`config.mk`:
```
export PLATFORM = sky130hd
export DESIGN_NAME = dot_job_sequencer
export DESIGN_NICKNAME = d
export VERILOG_FILES = /design/src/rtl/dot_job_sequencer.sv
export SDC_FILE = /design/constraint.sdc
export NUM_CORES = 1
export LEC_CHECK = 0
export CAP_MARGIN = 20
export CORE_ASPECT_RATIO = 0.7
export CORE_MARGIN = 8
export CORE_UTILIZATION = 40
export DETAILED_ROUTE_END_ITERATION = 12
export PLACE_DENSITY = 0.68
export SLEW_MARGIN = 15
export SYNTH_ARGS = -nofsm -noshare
export SYNTH_HDL_FRONTEND = slang
export SYNTH_SLANG_ARGS = --single-unit
```
`constraint.sdc`:
```
create_clock -name clk -period 7 [get_ports clk]
set_input_delay 1.75 -clock clk [delete_from_list [all_inputs] [get_ports clk]]
set_output_delay 1.75 -clock clk [all_outputs]
set_load 0.005 [all_outputs]
```
`src/rtl/dot_job_sequencer.sv`:
```
// dot_job_sequencer: initiator side of the dot-product engine handshake.
// Takes a job command (two operand base addresses), fetches both N-byte
// vectors from operand SRAM, presents them on dot_a/dot_b, pulses dot_start,
// waits for dot_done (or gives up after TIMEOUT cycles) and hands the 16-bit
// result to a valid/ready output register. One job is in flight at a time.
module dot_job_sequencer #(
  parameter int N       = 32,
  parameter int AW      = 8,
  parameter int TIMEOUT = 255
) (
  input  logic            clk,
  input  logic            rst,
  input  logic            cmd_valid,
  output logic            cmd_ready,
  input  logic [AW-1:0]   cmd_a_base,
  input  logic [AW-1:0]   cmd_b_base,
  output logic            mem_rd_en,
  output logic [AW-1:0]   mem_addr,
  input  logic [7:0]      mem_rdata,
  output logic [N*8-1:0]  dot_a,
  output logic [N*8-1:0]  dot_b,
  output logic            dot_start,
  input  logic [15:0]     dot_c,
  input  logic            dot_done,
  output logic            res_valid,
  input  logic            res_ready,
  output logic [15:0]     res_data,
  output logic            busy,
  output logic            err_timeout
);

  // Fetch index covers both vectors: 0..N-1 is A, N..2N-1 is B.
  localparam int KW = $clog2(2 * N);
  // Wait counter only has to reach TIMEOUT-1.
  localparam int WW = (TIMEOUT > 1) ? $clog2(TIMEOUT) : 1;

  localparam logic [KW-1:0] K_LAST = KW'(2 * N - 1);
  localparam logic [KW-1:0] K_B0   = KW'(N);
  localparam logic [WW-1:0] W_LAST = WW'(TIMEOUT - 1);

  localparam logic [2:0] S_IDLE  = 3'd0;
  localparam logic [2:0] S_FETCH = 3'd1;
  localparam logic [2:0] S_DRAIN = 3'd2;
  localparam logic [2:0] S_START = 3'd3;
  localparam logic [2:0] S_WAIT  = 3'd4;
  localparam logic [2:0] S_PUSH  = 3'd5;

  logic [2:0]    state;
  logic [AW-1:0] a_base_q;
  logic [AW-1:0] b_base_q;
  logic [KW-1:0] k;
  logic          cap_valid;
  logic [KW-1:0] cap_k;
  logic [WW-1:0] wait_cnt;
  logic [15:0]   result_q;
  logic          push_fire;

  assign cmd_ready = (state == S_IDLE);
  assign busy      = (state != S_IDLE);
  assign mem_rd_en = (state == S_FETCH);
  assign dot_start = (state == S_START);
  assign push_fire = (state == S_PUSH) && (!res_valid || res_ready);

  // Read address for the current fetch index; forced to zero outside FETCH.
  always_comb begin
    mem_addr = '0;
    if (state == S_FETCH) begin
      if (k < K_B0) begin
        mem_addr = a_base_q + AW'(k);
      end else begin
        mem_addr = b_base_q + AW'(k - K_B0);
      end
    end
  end

  // Job sequencing: command capture, fetch walk, start, wait/timeout, push.
  always_ff @(posedge clk) begin
    if (rst) begin
      state       <= S_IDLE;
      a_base_q    <= '0;
      b_base_q    <= '0;
      k           <= '0;
      wait_cnt    <= '0;
      result_q    <= '0;
      err_timeout <= 1'b0;
    end else begin
      case (state)
        S_IDLE: begin
          if (cmd_valid) begin
            a_base_q <= cmd_a_base;
            b_base_q <= cmd_b_base;
            k        <= '0;
            state    <= S_FETCH;
          end
        end
        S_FETCH: begin
          if (k == K_LAST) begin
            state <= S_DRAIN;
          end else begin
            k <= k + 1'b1;
          end
        end
        S_DRAIN: begin
          state <= S_START;
        end
        S_START: begin
          wait_cnt <= '0;
          state    <= S_WAIT;
        end
        S_WAIT: begin
          if (dot_done) begin
            result_q <= dot_c;
            state    <= S_PUSH;
          end else if (wait_cnt == W_LAST) begin
            err_timeout <= 1'b1;
            state       <= S_IDLE;
          end else begin
            wait_cnt <= wait_cnt + 1'b1;
          end
        end
        S_PUSH: begin
          if (push_fire) begin
            state <= S_IDLE;
          end
        end
        default: begin
          state <= S_IDLE;
        end
      endcase
    end
  end

  // SRAM data lags the strobe by one cycle, so remember which index is in flight.
  always_ff @(posedge clk) begin
    if (rst) begin
      cap_valid <= 1'b0;
      cap_k     <= '0;
    end else begin
      cap_valid <= (state == S_FETCH);
      cap_k     <= k;
    end
  end

  // Drop each returned byte into its slot of the A or B operand bus.
  always_ff @(posedge clk) begin
    if (rst) begin
      dot_a <= '0;
      dot_b <= '0;
    end else if (cap_valid) begin
      for (int i = 0; i < N; i++) begin
        if (cap_k == KW'(i)) begin
          dot_a[8*i +: 8] <= mem_rdata;
        end
        if (cap_k == KW'(N + i)) begin
          dot_b[8*i +: 8] <= mem_rdata;
        end
      end
    end
  end

  // Output register: a reload wins over a same-cycle handshake.
  always_ff @(posedge clk) begin
    if (rst) begin
      res_valid <= 1'b0;
      res_data  <= '0;
    end else if (push_fire) begin
      res_valid <= 1'b1;
      res_data  <= result_q;
    end else if (res_ready) begin
      res_valid <= 1'b0;
    end
  end

endmodule
```
== Yosys cells after proc, flatten, opt, wreduce, memory -nomap -nowiden ==
Index checks and enable logic that the tools add are counted.
Operators by class
  add/sub/neg operators: 5
  magnitude comparators: 1
  eq/ne operators: 77
  multiplexer cells: 16
  bitwise logic cells: 1
  reductions and logical operators: 79
Operators with widths (count)
  $eq A6 B6 Y1 const B: 33
  $reduce_and A2 Y1: 66
  $eq A6 B5 Y1 const B: 16
  $eq A6 B4 Y1 const B: 8
  $mux W8: 4
  $eq A6 B3 Y1 const B: 4
  $pmux W3 S6: 1
  $pmux W8 S2: 1
  $mux W3: 5
  $eq A6 B2 Y1 const B: 2
  $mux W6: 2
  $pmux W6 S2: 1
  $ne A2 B2 Y1 const B: 5
  $reduce_and A3 Y1: 3
  $add A8 B1 Y8 const B: 1
  $add A8 B6 Y8: 1
  $add A8 B8 Y8: 1
  $eq A8 B8 Y1 const B: 1
  $sub A6 B6 Y7 const B: 1
  $add A6 B1 Y6 const B: 1
  $eq A3 B2 Y1 const B: 2
  $eq A3 B3 Y1 const B: 2
  $eq A6 B1 Y1 const B: 1
  $logic_not A6 Y1: 1
  other kinds (13): 16
Word-level totals
  register bits after elaboration: 586
  input port bits: 45
  output and inout port bits: 542
  word-level logic and storage cells: 254

== Depth between registers and ports, before layout ==
Gate-level depths: netlist of run 1.
  depth after elaboration: 5
  gate-level depth with buffers: 8
  depth with buffers taken out: 7

== Worst setup path before layout of run 1 ==
No wires, ideal clock.
  path kind: register to output
  from: register k[0]
  to: output mem_addr[6]
  data arrival time: 2.008 ns
  setup slack: 3.242 ns
  stages on the path, launching flop included: 8
  cells stage by stage: dfxtp_1 -> ha_1 -> fa_1 -> a211oi_1 -> o21ai_0 -> nand3_1 -> or3b_2 -> a21oi_1
Between the ends
  word-level cells in the longest chain between the ends: 4
  elaborated cells between the ends (all ways): 6
Ends and longest elaborated chain
  from (decl): RTL line 51  | logic [KW-1:0] k;
  from (signal assigned): RTL line 100  | k <= k + 1'b1;
  $sub A6 B6 Y7: RTL line 71  | mem_addr = b_base_q + AW'(k - K_B0);
  $add A8 B8 Y8: RTL line 71
  $mux W8 (*): RTL line 68  | if (k < K_B0) begin
  $mux W8 (*): RTL line 67  | if (state == S_FETCH) begin
  to (decl): RTL line 18  | output logic [AW-1:0] mem_addr,
Every way passes the cells marked *; elsewhere a longest branch is shown, timed or not.

== Worst setup path in the final report of run 1 ==
  from: register k[5]
  to: output mem_addr[7]
Same word-level chain as after synthesis.

==> impl_metrics.ini, run 1 <==
[status]
status = complete, no violations

[critical_path]
cp_top_family = buffers and inverters
cp_num_buf_inv = 2
cp-start-kind = flop
crit_required_ns = 5.25
rr_worst_depth = 6
critPathMaxFanout = 12
crit_slowest_cell = dfxtp_1
critPathMaxStageDelay_ns = 0.66
reg2reg_from = cap_k[3]$_SDFF_PP0_
path_cells = clkinv_1 > ha_1 > a21o_1 > a41o_1 > xnor2_1 > a21oi_1 > clkdlybuf4s50_1
cp_data_arrival_time_ns = 3.42
r2r_setup_slack_ns = 4.36
r2r_end = dot_a[77]$_SDFFE_PP0P_
worstSetupPathType = flop to output port
worst_setup_path_end_kind = output port

[sta]
setup_tns_ns = 0
max_slew_margin_pct = 25.2
finalMaxSlewViolations = 0
finalCritPeriodShare_pct = 73.9
fmax_mhz = 193
rsz0062_at_grt = no
finClkSkew_ns = 0.0175
fin_crit_ns = 5.17
worst_slew_pin_slew_ns = 1.12
setup_viol = 0
hold_violations = 0

[synth]
synth_nets = 2680
yosys_warnings = 0
synth.most_common_cell = dfxtp_1
async_reset_ff_share_pct = 0
yosys.cell_types.count = 55
synth_seq_cells = 586
synth-edff-count = 0
netlist_area_um2 = 22100
postSynthAreaPerCell_um2 = 8.46
netlist.area_leader.share_pct = 53.0
synth.area.top_cells = dfxtp_1, a21oi_1, nand2_1
synth_area_leader_cell = dfxtp_1
seq_area_frac_synth_pct = 53.0
synth_ff_type = dfxtp_1
synth_cells = 2617
synth_common_cells = dfxtp_1, nand2_1, a21oi_1, nand3_1, nor2_1

[detailed_routing]
routed-via-count = 20500
antenna_left = 0
dr.pass1.iters = 5
drt_iter0_drc = 1712
drc_errors = 0
drt_wl_total_mm = 82.4
via_per_inst = 5.32
wl_per_cell_um = 21.4

[hold_path]
hold_depth = 2
min-delay-start = dot_a[21]$_SDFFE_PP0P_
min_path_type = flop to flop
min_to = dot_a[21]$_SDFFE_PP0P_

[floorplan]
num_io_pins = 587
fp.dieW_um = 297
initial_core_util_pct = 40.3
core_area_um2 = 55000
die_area_um2 = 63200
die_height_um = 213
row_count = 72

[place]
hpwl_mm = 55.1
io_buffers = 586
gpl.final_weighted_congestion = 0.874

[power]
leakage_nw = 9.67
vdd_drop_max_uv = 166
powerDensity_nw_per_um2 = 230
total_power_mw = 6.95

[cts]
cts_tree = yes
htree_levels = 2
clockBufferDepth = 3
clk_pin_slew_ns = 0.06
numCtsBuffers = 55
clk_latency_ns = 0.59
cts_hold_buffers = 0
clockRootBuffer = clkbuf_16
cts_sinks = 586
post-cts-setup-buffer-count = 0
cts-resized-gates = 0

[flow_run]
max-cap-violations = 0

[cells_and_area]
antenna_cells = 0
synthToLayoutAreaGrowth_pct = 36.5
nets = 3126
final_layout_size_suffix_gt1_share_pct = 5.76

[grt]
antenna_found_initial = 0
grt_usage_pct = 24.4
grt_pass1_vias = 19400
grt_max_degree = 229
grt-ovfl-total = 0
grt_pass1_wl_mm = 122
[power breakdown]
| group | total [mW] | internal [mW] | leakage (nW) | switching (mW) |
|---|---|---|---|---|
| Clock | 3.09 | 1.78 | 0.926 | 1.31 |
| Sequential | 3.39 | 3.36 | 4.72 | 0.0327 |
| Combinational | 0.468 | 0.131 | 4.03 | 0.336 |
| Total | 6.95 | 5.27 | 9.67 | 1.68 |
[per-layer routing]
layer / GRT usage [%] / vias to the layer above / wire length (um)
met5: 0 / - / 0
met4: 7.80 / 0 / 2530
met3: 6.09 / 136 / 6270
met2: 40.6 / 787 / 38900
met1: 31.2 / 9825 / 34700
li1: - / 9717 / -
[cells in the final DEF, fill, tap and decap left out, types with 3 or more instances in the layout]
cell	count
nor3_4	6
clkbuf_8	19
nor4_1	4
mux2i_1	165
o21ai_0	14
xnor2_1	7
ha_1	16
or2_1	4
nand2_1	509
nor2_1	189
nand3b_1	3
buf_2	7
buf_4	25
clkbuf_1	11
a21oi_1	417
a211oi_1	5
nand3_1	365
nor3_1	9
clkbuf_16	56
or2_2	6
nor2_2	7
xor2_1	4
a311oi_1	3
dfxtp_1	586
clkinv_1	3
a21o_1	7
clkinv_2	7
nand2b_1	4
buf_12	3
clkdlybuf4s50_1	577
nand2b_4	3
bufinv_16	3
nor2b_1	6
nor2_4	18
[metrics by stage]
step	util (%)	std cells	setup slack, ns	instance area, um2	hold slack, ns
after global placement	51.6	3745	2.46	28300	0.436
final	55.0	3847	1.83	30200	0.453
after floorplan	-	2617	3.24	22100	0.432
after global routing	55.0	3847	1.65	30200	0.464
after CTS	55.0	3847	1.80	30200	0.453
after detailed placement	51.6	3746	2.48	28300	0.446
[how the worst max path moves through the flow]
| stage | from | end | slack (ns) | cells past startpoint |
|---|---|---|---|---|
| 2_1_floorplan | k[0]$_SDFFE_PP0P_ | mem_addr[6] | 3.24 | 7 |
| 3_3_place_gp | k[0]$_SDFFE_PP0P_ | mem_addr[6] | 2.46 | 8 |
| 3_5_place_dp | k[5]$_SDFFE_PP0P_ | mem_addr[7] | 2.48 | 7 |
| 4_1_cts | k[5]$_SDFFE_PP0P_ | mem_addr[7] | 1.80 | 7 |
| 5_1_grt | k[5]$_SDFFE_PP0P_ | mem_addr[7] | 1.65 | 7 |
| 6_report | k[5]$_SDFFE_PP0P_ | mem_addr[7] | 1.83 | 7 |
[cell families after synthesis]
logic type / synth area share (%)
and+or+nand+nor: 23.2
DFF: 53.0
AOI/OAI and AO/OA: 10.6
buffers and inverters: 4.08
muxes: 7.56
adders and majority gates: 1.09
xor gates and xnor gates: 0.435
[worst reg2reg max path, stage by stage (launching register included)]
cell and delay (ns):
dfxtp_1 0.66, nand2b_1 0.33, nor2_4 0.44, buf_4 0.40, nand2_1 0.38, nand2_1 0.17
a21oi_1 0.09
[layout make-up]
class	instances	area (um2)
clock inverters	15	174
repair buffers	613	6070
inverters	5	18.8
flip-flops and latches	586	11700
multi-input cells	1802	9590
fillers	4929	24700
well taps	740	926
clock buffers	86	1700
[state kept, by name (all words and copies together) (netlist names)]
name,count
wait_cnt,8
err_timeout,1
dot_a,256
state,3
k,6
b_base_q,8
cap_k,6
result_q,16
dot_b,256
res_valid,1
cap_valid,1
a_base_q,8
res_data,16
(Power assumes the default switching activity.)
==> run 2: changes to the inputs <==
--- a/config.mk
+++ b/config.mk
@@ -10,7 +10,7 @@
 export CORE_MARGIN = 8
 export CORE_UTILIZATION = 40
 export DETAILED_ROUTE_END_ITERATION = 12
-export PLACE_DENSITY = 0.68
+export PLACE_DENSITY = 0.71
 export SLEW_MARGIN = 15
 export SYNTH_ARGS = -nofsm -noshare
 export SYNTH_HDL_FRONTEND = slang
==> constraint.sdc (replaced) <==
create_clock -name clk -period 4.2 [get_ports clk]
set_input_delay 1.05 -clock clk [delete_from_list [all_inputs] [get_ports clk]]
set_output_delay 1.05 -clock clk [all_outputs]
set_load 0.005 [all_outputs]
==> impl_metrics.ini, run 2 (synthesis results as in run 1) <==
[status]
status = complete, no violations

[grt]
grt_max_degree = 127
grt_pass1_vias = 20100
antenna_found_initial = 0
grt_pass1_wl_mm = 127
grt-ovfl-total = 0
grt_usage_pct = 25.2

[critical_path]
crit_required_ns = 3.15
critPathLaunch = k[0]$_SDFFE_PP0P_
worst_setup_path_end_kind = output port
worstSetupPathType = flop to output port
critPathMaxFanout = 7
cp_data_arrival_time_ns = 2.94
cp-endpoint = mem_addr[6]
r2r_setup_slack_ns = 1.65
reg2reg_from = cap_k[4]$_SDFF_PP0_
r2r_end = dot_b[171]$_SDFFE_PP0P_
cp-start-kind = flop
rr_worst_depth = 5

[detailed_routing]
drt_wl_total_mm = 85.2
via_per_inst = 5.42
drc_errors = 0
dr.pass1.iters = 6
antenna_left = 0
routed-via-count = 21000
wl_per_cell_um = 22.0
drt_iter0_drc = 1912

[sta]
worst_slew_pin_slew_ns = 1.10
rsz0062_at_grt = no
hold_violations = 0
fin_crit_ns = 3.99
max_slew_margin_pct = 26.4
setup_viol = 0
fmax_mhz = 251
finClkSkew_ns = 0.0174
finalMaxSlewViolations = 0
finalCritPeriodShare_pct = 95.0
setup_tns_ns = 0

[place]
hpwl_mm = 58.8
io_buffers = 586
post-place-cells = 3771
gpl.final_weighted_congestion = 0.844

[cells_and_area]
instances_no_fill = 3875
fill_cells = 4904
nets = 3152
final_common_cell = dfxtp_1
synthToLayoutAreaGrowth_pct = 38.2
top_regs = dot_a x256, dot_b x256
mostFrequentLayoutCells = dfxtp_1, clkdlybuf4s50_1, nand2_1
fin_util_pct = 55.6
final_layout_size_suffix_gt1_share_pct = 6.80

[cts]
cts_sinks = 586
clockBufferDepth = 3
numCtsBuffers = 56
clk_latency_ns = 0.62
clk_pin_slew_ns = 0.06
htree_levels = 2
cts_tree = yes
clockRootBuffer = clkbuf_16

[power]
switching_power_mw = 2.89
comb_power_share_pct = 6.8
clkPwrFrac_pct = 45.6
sw_frac_of_total_pct = 24.3
intPower_mw = 9.00
seq_power_share_pct = 47.6
vdd_drop_max_uv = 246
leakage_nw = 9.85
powerDensity_nw_per_um2 = 389

[floorplan]
num_io_pins = 587
initial_core_util_pct = 40.3
die_height_um = 213
fp.dieW_um = 297
row_count = 72
die_area_um2 = 63200
core_area_um2 = 55000

[hold_path]
min-delay-start = dot_b[166]$_SDFFE_PP0P_
min_path_type = flop to flop

[flow_run]
max-cap-violations = 0
==> run 2: timing repair <==
action,in CTS,in global routing
resized for setup,5,4
hold buffers,0,0
setup endpoints to repair,1,2
gates cloned,0,0
buffers inserted,0,0
==> run 2: worst min-delay path by stage <==
stage                               end  cells after the start
6_report        dot_b[166]$_SDFFE_PP0P_                      2
5_1_grt        res_data[9]$_SDFFE_PP0P_                      2
4_1_cts        res_data[0]$_SDFFE_PP0P_                      2
3_5_place_dp   res_data[0]$_SDFFE_PP0P_                      2
3_3_place_gp   res_data[0]$_SDFFE_PP0P_                      2
2_1_floorplan  res_data[0]$_SDFFE_PP0P_                      2
==> run 2: critical path, stage by stage, from the launching register on <==
cell           delay [ns]
dfxtp_2              0.36
ha_2                 0.21
fa_2                 0.37
a211oi_1             0.27
o21ai_1              0.14
nand3_1              0.09
or3b_2               0.45
a21oi_1              0.18
dlygate4sd2_1        0.27
==> run 2: layer usage <==
metal | part of all wire, % | vias up | routed length [um] | GRT usage [%]
met2 | 46 | 926 | 39300 | 41.0
met3 | 8.5 | 171 | 7240 | 6.21
li1 | - | 9790 | - | -
met4 | 3.6 | 0 | 3050 | 8.77
met1 | 42 | 10100 | 35600 | 32.8
met5 | 0 | - | 0 | 0
==> run 2: layout make-up <==
class / count / area (um2) / share of cell area, %
Multi-Input combinational cell: 1802 / 9600 / 31.4
Timing Repair Buffer: 638 / 6330 / 20.7
Clock inverter: 26 / 360 / 1.18
Clock buffer: 77 / 1600 / 5.24
Sequential cell: 586 / 11700 / 38.4
Inverter: 5 / 18.8 / 0.0614
Antenna cell: 1 / 2.50 / 0.00818
Tap cell: 740 / 926 / 3.03
==> run 2: power by group through the flow <==
| stage | logic (mW) | clock network [mW] | registers [mW] |
|---|---|---|---|
| CTS | 0.805 | 5.49 | 5.66 |
| global route | 0.866 | 5.72 | 5.66 |
| global placement | 0.789 | 0 | 5.78 |
| floorplan | 0.484 | 0 | 5.75 |
| detailed placement | 0.801 | 0 | 5.78 |
| finish | 0.808 | 5.42 | 5.66 |
==> run 2: metrics by stage <==
step / hold slack, ns / power (mW) / setup WS [ns] / cell area [um2]
CTS: 0.451 / 12.0 / 0.00451 / 30600
finish: 0.452 / 11.9 / 0.211 / 30600
detailed placement: 0.442 / 6.58 / 0.432 / 28600
global route: 0.464 / 12.2 / 0.0354 / 30600
floorplan: 0.432 / 6.24 / 1.14 / 22100
global placement: 0.438 / 6.56 / 0.359 / 28600
